<file path="src/rtl/pipe_pkg.sv">
// Shared pipeline payload definitions.
// Every stage that packs or unpacks a pipeline payload imports this package.
// Producer and consumer then agree on field order, offsets and per-stage widths.
// Contents: field widths, the EXE->MEM payload struct, its bit offsets, and stage payload widths.
package pipe_pkg;

    localparam int unsigned XLEN    = 32;
    localparam int unsigned REG_AW  = 5;
    localparam int unsigned CSR_AW  = 14;
    localparam int unsigned ECODE_W = 6;
    localparam int unsigned OCC_W   = 2;

    // EXE->MEM payload; the first field declared is the most significant
    typedef struct packed {
        logic [XLEN-1:0]    pc;
        logic [XLEN-1:0]    alu_result;
        logic [REG_AW-1:0]  rd;
        logic               rf_we;
        logic               res_from_mem;
        logic [CSR_AW-1:0]  csr_num;
        logic               csr_we;
        logic               ex;
        logic [ECODE_W-1:0] ecode;
        logic               is_ertn;
    } exe_mem_t;

    // LSB offsets of each field inside the flattened exe_mem_t vector
    localparam int unsigned EM_ERTN_LSB  = 0;
    localparam int unsigned EM_ECODE_LSB = EM_ERTN_LSB + 1;
    localparam int unsigned EM_EX_LSB    = EM_ECODE_LSB + ECODE_W;
    localparam int unsigned EM_CSRWE_LSB = EM_EX_LSB + 1;
    localparam int unsigned EM_CSR_LSB   = EM_CSRWE_LSB + 1;
    localparam int unsigned EM_MEM_LSB   = EM_CSR_LSB + CSR_AW;
    localparam int unsigned EM_RFWE_LSB  = EM_MEM_LSB + 1;
    localparam int unsigned EM_RD_LSB    = EM_RFWE_LSB + 1;
    localparam int unsigned EM_ALU_LSB   = EM_RD_LSB + REG_AW;
    localparam int unsigned EM_PC_LSB    = EM_ALU_LSB + XLEN;

    // Payload widths per pipeline boundary
    localparam int unsigned IF_ID_W   = 2 * XLEN;
    localparam int unsigned ID_EXE_W  = 160;
    localparam int unsigned EXE_MEM_W = $bits(exe_mem_t);
    localparam int unsigned MEM_WB_W  = 2 * XLEN + REG_AW + 1;

endpackage

</file>
<file path="src/rtl/pipe_entry.sv">
// One pipeline storage entry: a payload register plus its valid bit.
// Ports:
//   clk, rst          clock, synchronous active-high reset
//   kill_i            flush: clear valid; payload is zeroed if CLEAR_PAYLOAD
//   load_i            capture data_i and set valid
//   drop_i            clear valid only; payload holds its value
//   data_i            payload in
//   valid_o, data_o   registered entry state
// Priority: rst > kill_i > load_i > drop_i > hold.
module pipe_entry #(
    parameter int unsigned DATA_W        = 32,
    parameter bit          CLEAR_PAYLOAD = 1'b1
) (
    input  logic              clk,
    input  logic              rst,
    input  logic              kill_i,
    input  logic              load_i,
    input  logic              drop_i,
    input  logic [DATA_W-1:0] data_i,
    output logic              valid_o,
    output logic [DATA_W-1:0] data_o
);

    logic              valid_q, valid_d;
    logic [DATA_W-1:0] data_q,  data_d;

    // Next-state logic. An X on an enable falls through to hold.
    always_comb begin
        valid_d = valid_q;
        data_d  = data_q;
        if (kill_i) begin
            valid_d = 1'b0;
            if (CLEAR_PAYLOAD) data_d = '0;
        end else if (load_i) begin
            valid_d = 1'b1;
            data_d  = data_i;
        end else if (drop_i) begin
            valid_d = 1'b0;
        end
    end

    always_ff @(posedge clk) begin
        if (rst) begin
            valid_q <= 1'b0;
            data_q  <= CLEAR_PAYLOAD ? '0 : data_q;
        end else begin
            valid_q <= valid_d;
            data_q  <= data_d;
        end
    end

    assign valid_o = valid_q;
    assign data_o  = data_q;

endmodule

</file>
<file path="src/rtl/pipe_stage_skid.sv">
// Generic valid/ready pipeline stage register.
// It has an optional skid entry, a flush input and a saturating stall counter.
// Ports:
//   clk, rst             clock, synchronous active-high reset
//   flush                drop every held entry and the payload offered this cycle
//   in_valid/in_ready    upstream handshake
//   in_data              upstream payload
//   out_valid/out_ready  downstream handshake
//   out_data             oldest held payload
//   occupancy            number of held entries
//   stall_cnt            saturating count of cycles with out_valid & ~out_ready
// SKID=1 adds a second entry, so in_ready depends only on registered state.
// SKID=0 uses a single entry; in_ready then passes out_ready through combinationally.
module pipe_stage_skid
    import pipe_pkg::*;
#(
    parameter int unsigned DATA_W        = 32,
    parameter bit          SKID          = 1'b1,
    parameter bit          CLEAR_PAYLOAD = 1'b1,
    parameter int unsigned CNT_W         = 16
) (
    input  logic              clk,
    input  logic              rst,
    input  logic              flush,
    input  logic              in_valid,
    output logic              in_ready,
    input  logic [DATA_W-1:0] in_data,
    output logic              out_valid,
    input  logic              out_ready,
    output logic [DATA_W-1:0] out_data,
    output logic [OCC_W-1:0]  occupancy,
    output logic [CNT_W-1:0]  stall_cnt
);

    logic              main_v;
    logic [DATA_W-1:0] main_data;
    logic [DATA_W-1:0] main_din;
    logic              main_load;
    logic              main_drop;
    logic              accept;
    logic              pop;
    logic [CNT_W-1:0]  stall_q, stall_d;

    assign accept = in_valid & in_ready;
    assign pop    = main_v & out_ready;

    generate
        if (SKID) begin : g_skid
            logic              skid_v;
            logic [DATA_W-1:0] skid_data;
            logic              skid_load;
            logic              skid_drop;

            assign in_ready = ~skid_v;

            // While skid is full, in_ready is low, so the refill from skid never meets an accept
            assign main_load = (accept & (~main_v | pop)) | (pop & skid_v);
            assign main_drop = pop & ~skid_v & ~accept;
            assign main_din  = skid_v ? skid_data : in_data;
            assign skid_load = accept & main_v & ~pop;
            assign skid_drop = pop & skid_v;

            // skid_v implies main_v, so the count is a direct decode
            assign occupancy = {skid_v, main_v & ~skid_v};

            pipe_entry #(
                .DATA_W        (DATA_W),
                .CLEAR_PAYLOAD (CLEAR_PAYLOAD)
            ) u_skid (
                .clk     (clk),
                .rst     (rst),
                .kill_i  (flush),
                .load_i  (skid_load),
                .drop_i  (skid_drop),
                .data_i  (in_data),
                .valid_o (skid_v),
                .data_o  (skid_data)
            );
        end else begin : g_single
            assign in_ready  = ~main_v | out_ready;
            assign main_load = accept;
            assign main_drop = pop & ~accept;
            assign main_din  = in_data;
            assign occupancy = {1'b0, main_v};
        end
    endgenerate

    pipe_entry #(
        .DATA_W        (DATA_W),
        .CLEAR_PAYLOAD (CLEAR_PAYLOAD)
    ) u_main (
        .clk     (clk),
        .rst     (rst),
        .kill_i  (flush),
        .load_i  (main_load),
        .drop_i  (main_drop),
        .data_i  (main_din),
        .valid_o (main_v),
        .data_o  (main_data)
    );

    // Stall counter: counts through a flush, is cleared only by reset, and saturates at all ones
    always_comb begin
        stall_d = stall_q;
        if (main_v && !out_ready && (stall_q != {CNT_W{1'b1}}))
            stall_d = stall_q + CNT_W'(1);
    end

    always_ff @(posedge clk) begin
        if (rst) stall_q <= '0;
        else     stall_q <= stall_d;
    end

    assign out_valid = main_v;
    assign out_data  = main_data;
    assign stall_cnt = stall_q;

endmodule

</file>
<file path="config.mk">
export PLATFORM = sky130hd
export DESIGN_NAME = pipe_stage_skid
export DESIGN_NICKNAME = d
export VERILOG_FILES = /design/src/rtl/pipe_pkg.sv /design/src/rtl/pipe_entry.sv /design/src/rtl/pipe_stage_skid.sv
export SDC_FILE = /design/constraint.sdc
export NUM_CORES = 1
export LEC_CHECK = 0
export ABC_AREA = 1
export CAP_MARGIN = 25
export CORE_MARGIN = 4
export CORE_UTILIZATION = 45
export CTS_CLUSTER_SIZE = 16
export DETAILED_ROUTE_END_ITERATION = 8
export GPL_TIMING_DRIVEN = 0
export PLACE_DENSITY = 0.73
export SLEW_MARGIN = 20
export SYNTH_ARGS = -nofsm -noshare
export SYNTH_HDL_FRONTEND = slang
export SYNTH_SLANG_ARGS = --single-unit
</file>
<file path="constraint.sdc">
create_clock -name clk -period 4 [get_ports clk]
set_clock_uncertainty 0.15 [all_clocks]
set_input_delay 0.8 -clock clk [delete_from_list [all_inputs] [get_ports clk]]
set_output_delay 0.8 -clock clk [all_outputs]
set_load 0.1 [all_outputs]
</file>
==> flow_metrics.tcl <==
set metrics [dict create \
    maximum_number_of_pins_on_one_net_before_global_route_repair 14 \
    p_sw_share_pct 28.0 \
    globalRoute.totalOverflow 0 \
    cts.hold.buffers_added 0 \
    total_power_mw 1.79 \
    floorplan.die_area_um2 9170 \
    dr_total_vias 3531 \
    period_needed_ps 3360 \
    drc 0 \
    cts_tree "built" \
    instances_no_fill 685 \
    track_usage_pct 21.5 \
    drt_iter0_markers 180 \
    cts.path.max_buffers 2 \
    synth_seq_area_share_pct 47.4 \
    start_kind "flop" \
    route.layer.met1.wl_mm 4.14 \
    drive_above_1_share_pct 6.66 \
    post_cts_buffers 0 \
    power.density_cell_area_nw_per_um2 382 \
    cp.arrival_ps 2410 \
    synth.distinct_cells 23 \
    final.hold.worst_slack_ps 327 \
    clockRootBuffer "sky130_fd_sc_hd__clkbuf_8" \
    ff2ff_path_depth 6 \
    combinationalPowerShare_pct 15.8 \
    p_sw_uw 502 \
    drt_pass1_iterations 4 \
    synthesis.instances 483 \
    fillers 688 \
    synth_fp_nets 521 \
    fp.dieW_um 95.7 \
    detail_route.wirelength_mm 9.33 \
    finalNetCount 620 \
    numPlacedInstances 670 \
    path_class "flop to output pin" \
    drv_cap 0 \
    drt-wirelength-per-cell_um 13.6 \
    max_transition_viols_final 0 \
    mostFrequentLayoutCells "sky130_fd_sc_hd__nor2_1, sky130_fd_sc_hd__nand2_1, sky130_fd_sc_hd__clkdlybuf4s50_1" \
    fp.dieH_um 95.7 \
    mappedNetlistArea_um2 3460 \
    crit_end "in_ready" \
    cts_buffers 9 \
    number_of_placed_i_o_pins 89 \
    max-vdd-ir-drop_mv 0.193 \
    clock_power_share_pct 37.0 \
    p_seq_share_pct 47.2 \
    r2r_slack_ps 2340 \
    place_area_um2 4470 \
    grt_pass1_vias 3330 \
    setup_total_negative_slack_ps 0 \
    detailed_place_hpwl_mm 6.74 \
    period_share_pct 84.0 \
    ys_ff_latch 82 \
    detail_route.vias_per_cell 5.15 \
    worstSkewPairLatency_ps 350 \
    worstSetupEndpointType "output pin" \
    floorplan.initialDensity_pct 47.0 \
    rows 31 \
    coreArea_um2 7370 \
    synth_warnings 0 \
    crit_start "g_skid.u_skid.valid_o" \
    power.internal_mw 1.29 \
    post-route-util_pct 63.6 \
    worst_slew_pin_slew_ps 990 \
    preCtsSetupSlack_ps 1010 \
    timing.final.ws_setup_ps 641 \
    crit-reg2reg-capture "g_skid.u_skid.data_o[18]" \
    unrepaired_setup_endpoints_after_global_routing "no" \
    hold_path.class "flop to flop" \
    synth.avg_cell_area_um2 7.17 \
    ctsHtreeMaxLevel 3 \
    length_of_routed_met3_wiring_um 521 \
    tritoncts_num_sinks 82 \
    maxSlewHeadroom_pct 33.8 \
    number_of_port_buffers 88 \
    static-leakage-power_nw 1.74 \
    required_ps 3050 \
    finalSetupViolations 0 \
    top_signal_layer_used "met4" \
    fmaxAchievable_mhz 298 \
    place_congestion 0.909 \
    finalHoldViolCount 0 \
    antenna-diode-count 0 \
    wl_met2_mm 4.49 \
    antenna_left 0 \
    layout.cell_area.non_filler_um2 4690 \
    grt_first_pass_wirelength_mm 15.6 \
    cts_repair_resize_count 0 \
    status "complete, no violations" \
    path_clk_slew_ps 80 \
    grt_antenna_before_repair 0 \
    worst-path-max-fanout 10 \
    syn2layout_area_growth_pct 35.3 \
    worstReg2RegStart "u_main.valid_o" \
]
==> cells by family after synthesis <==
| group | after synthesis | share of synthesized area, % |
|---|---|---|
| simple gates | 238 | 27.8 |
| compound gates | 113 | 17.5 |
| flops | 82 | 47.4 |
| buf+inv | 49 | 6.93 |
| fa+ha+maj | 1 | 0.361 |
==> synth_stat cells <==
cell type | instances | area [um2]
sky130_fd_sc_hd__nand2_1 | 102 | 383
sky130_fd_sc_hd__nor2_1 | 102 | 383
sky130_fd_sc_hd__dfxtp_1 | 82 | 1640
sky130_fd_sc_hd__o21ai_0 | 39 | 195
sky130_fd_sc_hd__a31oi_1 | 32 | 200
sky130_fd_sc_hd__o21ai_1 | 27 | 135
sky130_fd_sc_hd__nand3_1 | 20 | 100
sky130_fd_sc_hd__inv_1 | 16 | 60.1
sky130_fd_sc_hd__a21oi_1 | 15 | 75.1
sky130_fd_sc_hd__clkbuf_1 | 13 | 48.8
sky130_fd_sc_hd__buf_2 | 9 | 45.0
sky130_fd_sc_hd__buf_4 | 4 | 30.0
sky130_fd_sc_hd__buf_6 | 4 | 45.0
sky130_fd_sc_hd__nor3_1 | 4 | 20.0
sky130_fd_sc_hd__nand4_1 | 3 | 18.8
sky130_fd_sc_hd__inv_2 | 2 | 7.51
sky130_fd_sc_hd__nand2_2 | 2 | 12.5
sky130_fd_sc_hd__nor2_4 | 2 | 22.5
sky130_fd_sc_hd__buf_1 | 1 | 3.75
sky130_fd_sc_hd__ha_1 | 1 | 12.5
sky130_fd_sc_hd__nand2_4 | 1 | 11.3
sky130_fd_sc_hd__nand3b_1 | 1 | 7.51
sky130_fd_sc_hd__nor2_2 | 1 | 6.26
==> metal layers <==
metal  track usage (%)  vias up
met3              4.22       19
li1                  -     1794
met2              34.6       96
met4              8.53        0
met5                 0        -
met1              28.3     1622
==> registers in the layout, indices dropped and copies added (netlist names) <==
name / count
u_main.valid_o: 1
stall_cnt: 16
g_skid.u_skid.data_o: 32
u_main.data_o: 32
g_skid.u_skid.valid_o: 1
==> worst min-delay path by stage <==
stage                             startpoint                       end  slack (ps)  depth (start not counted)
CTS                  g_skid.u_skid.data_o[8]          u_main.data_o[8]         330                          2
floorplan           g_skid.u_skid.data_o[31]         u_main.data_o[31]         300                          2
global placement    g_skid.u_skid.data_o[27]  g_skid.u_skid.data_o[27]         310                          2
finish               g_skid.u_skid.data_o[8]          u_main.data_o[8]         330                          2
global route         g_skid.u_skid.data_o[8]          u_main.data_o[8]         350                          2
detailed placement  g_skid.u_skid.data_o[31]         u_main.data_o[31]         320                          2
==> power by group through the flow <==
stage                     registers, mW  clock network (mW)  logic (mW)
after floorplan                   0.976                   0      0.0750
after global placement            0.865                   0       0.280
after detailed placement          0.865                   0       0.282
after CTS                         0.846               0.667       0.284
after global routing              0.848               0.706       0.299
final                             0.846               0.663       0.282
==> critical path: stages, from the launching register on <==
cell and delay (ps):
sky130_fd_sc_hd__dfxtp_1 320, sky130_fd_sc_hd__buf_6 140, sky130_fd_sc_hd__inv_1 170, sky130_fd_sc_hd__buf_2 260
sky130_fd_sc_hd__clkdlybuf4s50_1 1170
==> area by class of cell <==
cell class / count / area, um2 / area share [%]
multi-input cells: 352 / 1580 / 33.8
clock inverters: 4 / 76.3 / 1.63
inverters: 18 / 67.6 / 1.44
repair buffers: 88 / 881 / 18.8
clock buffers: 11 / 141 / 3.02
flip-flops and latches: 82 / 1640 / 35.0
well taps: 99 / 124 / 2.64
plain buffers: 31 / 173 / 3.68
(Power assumes the default switching activity.)
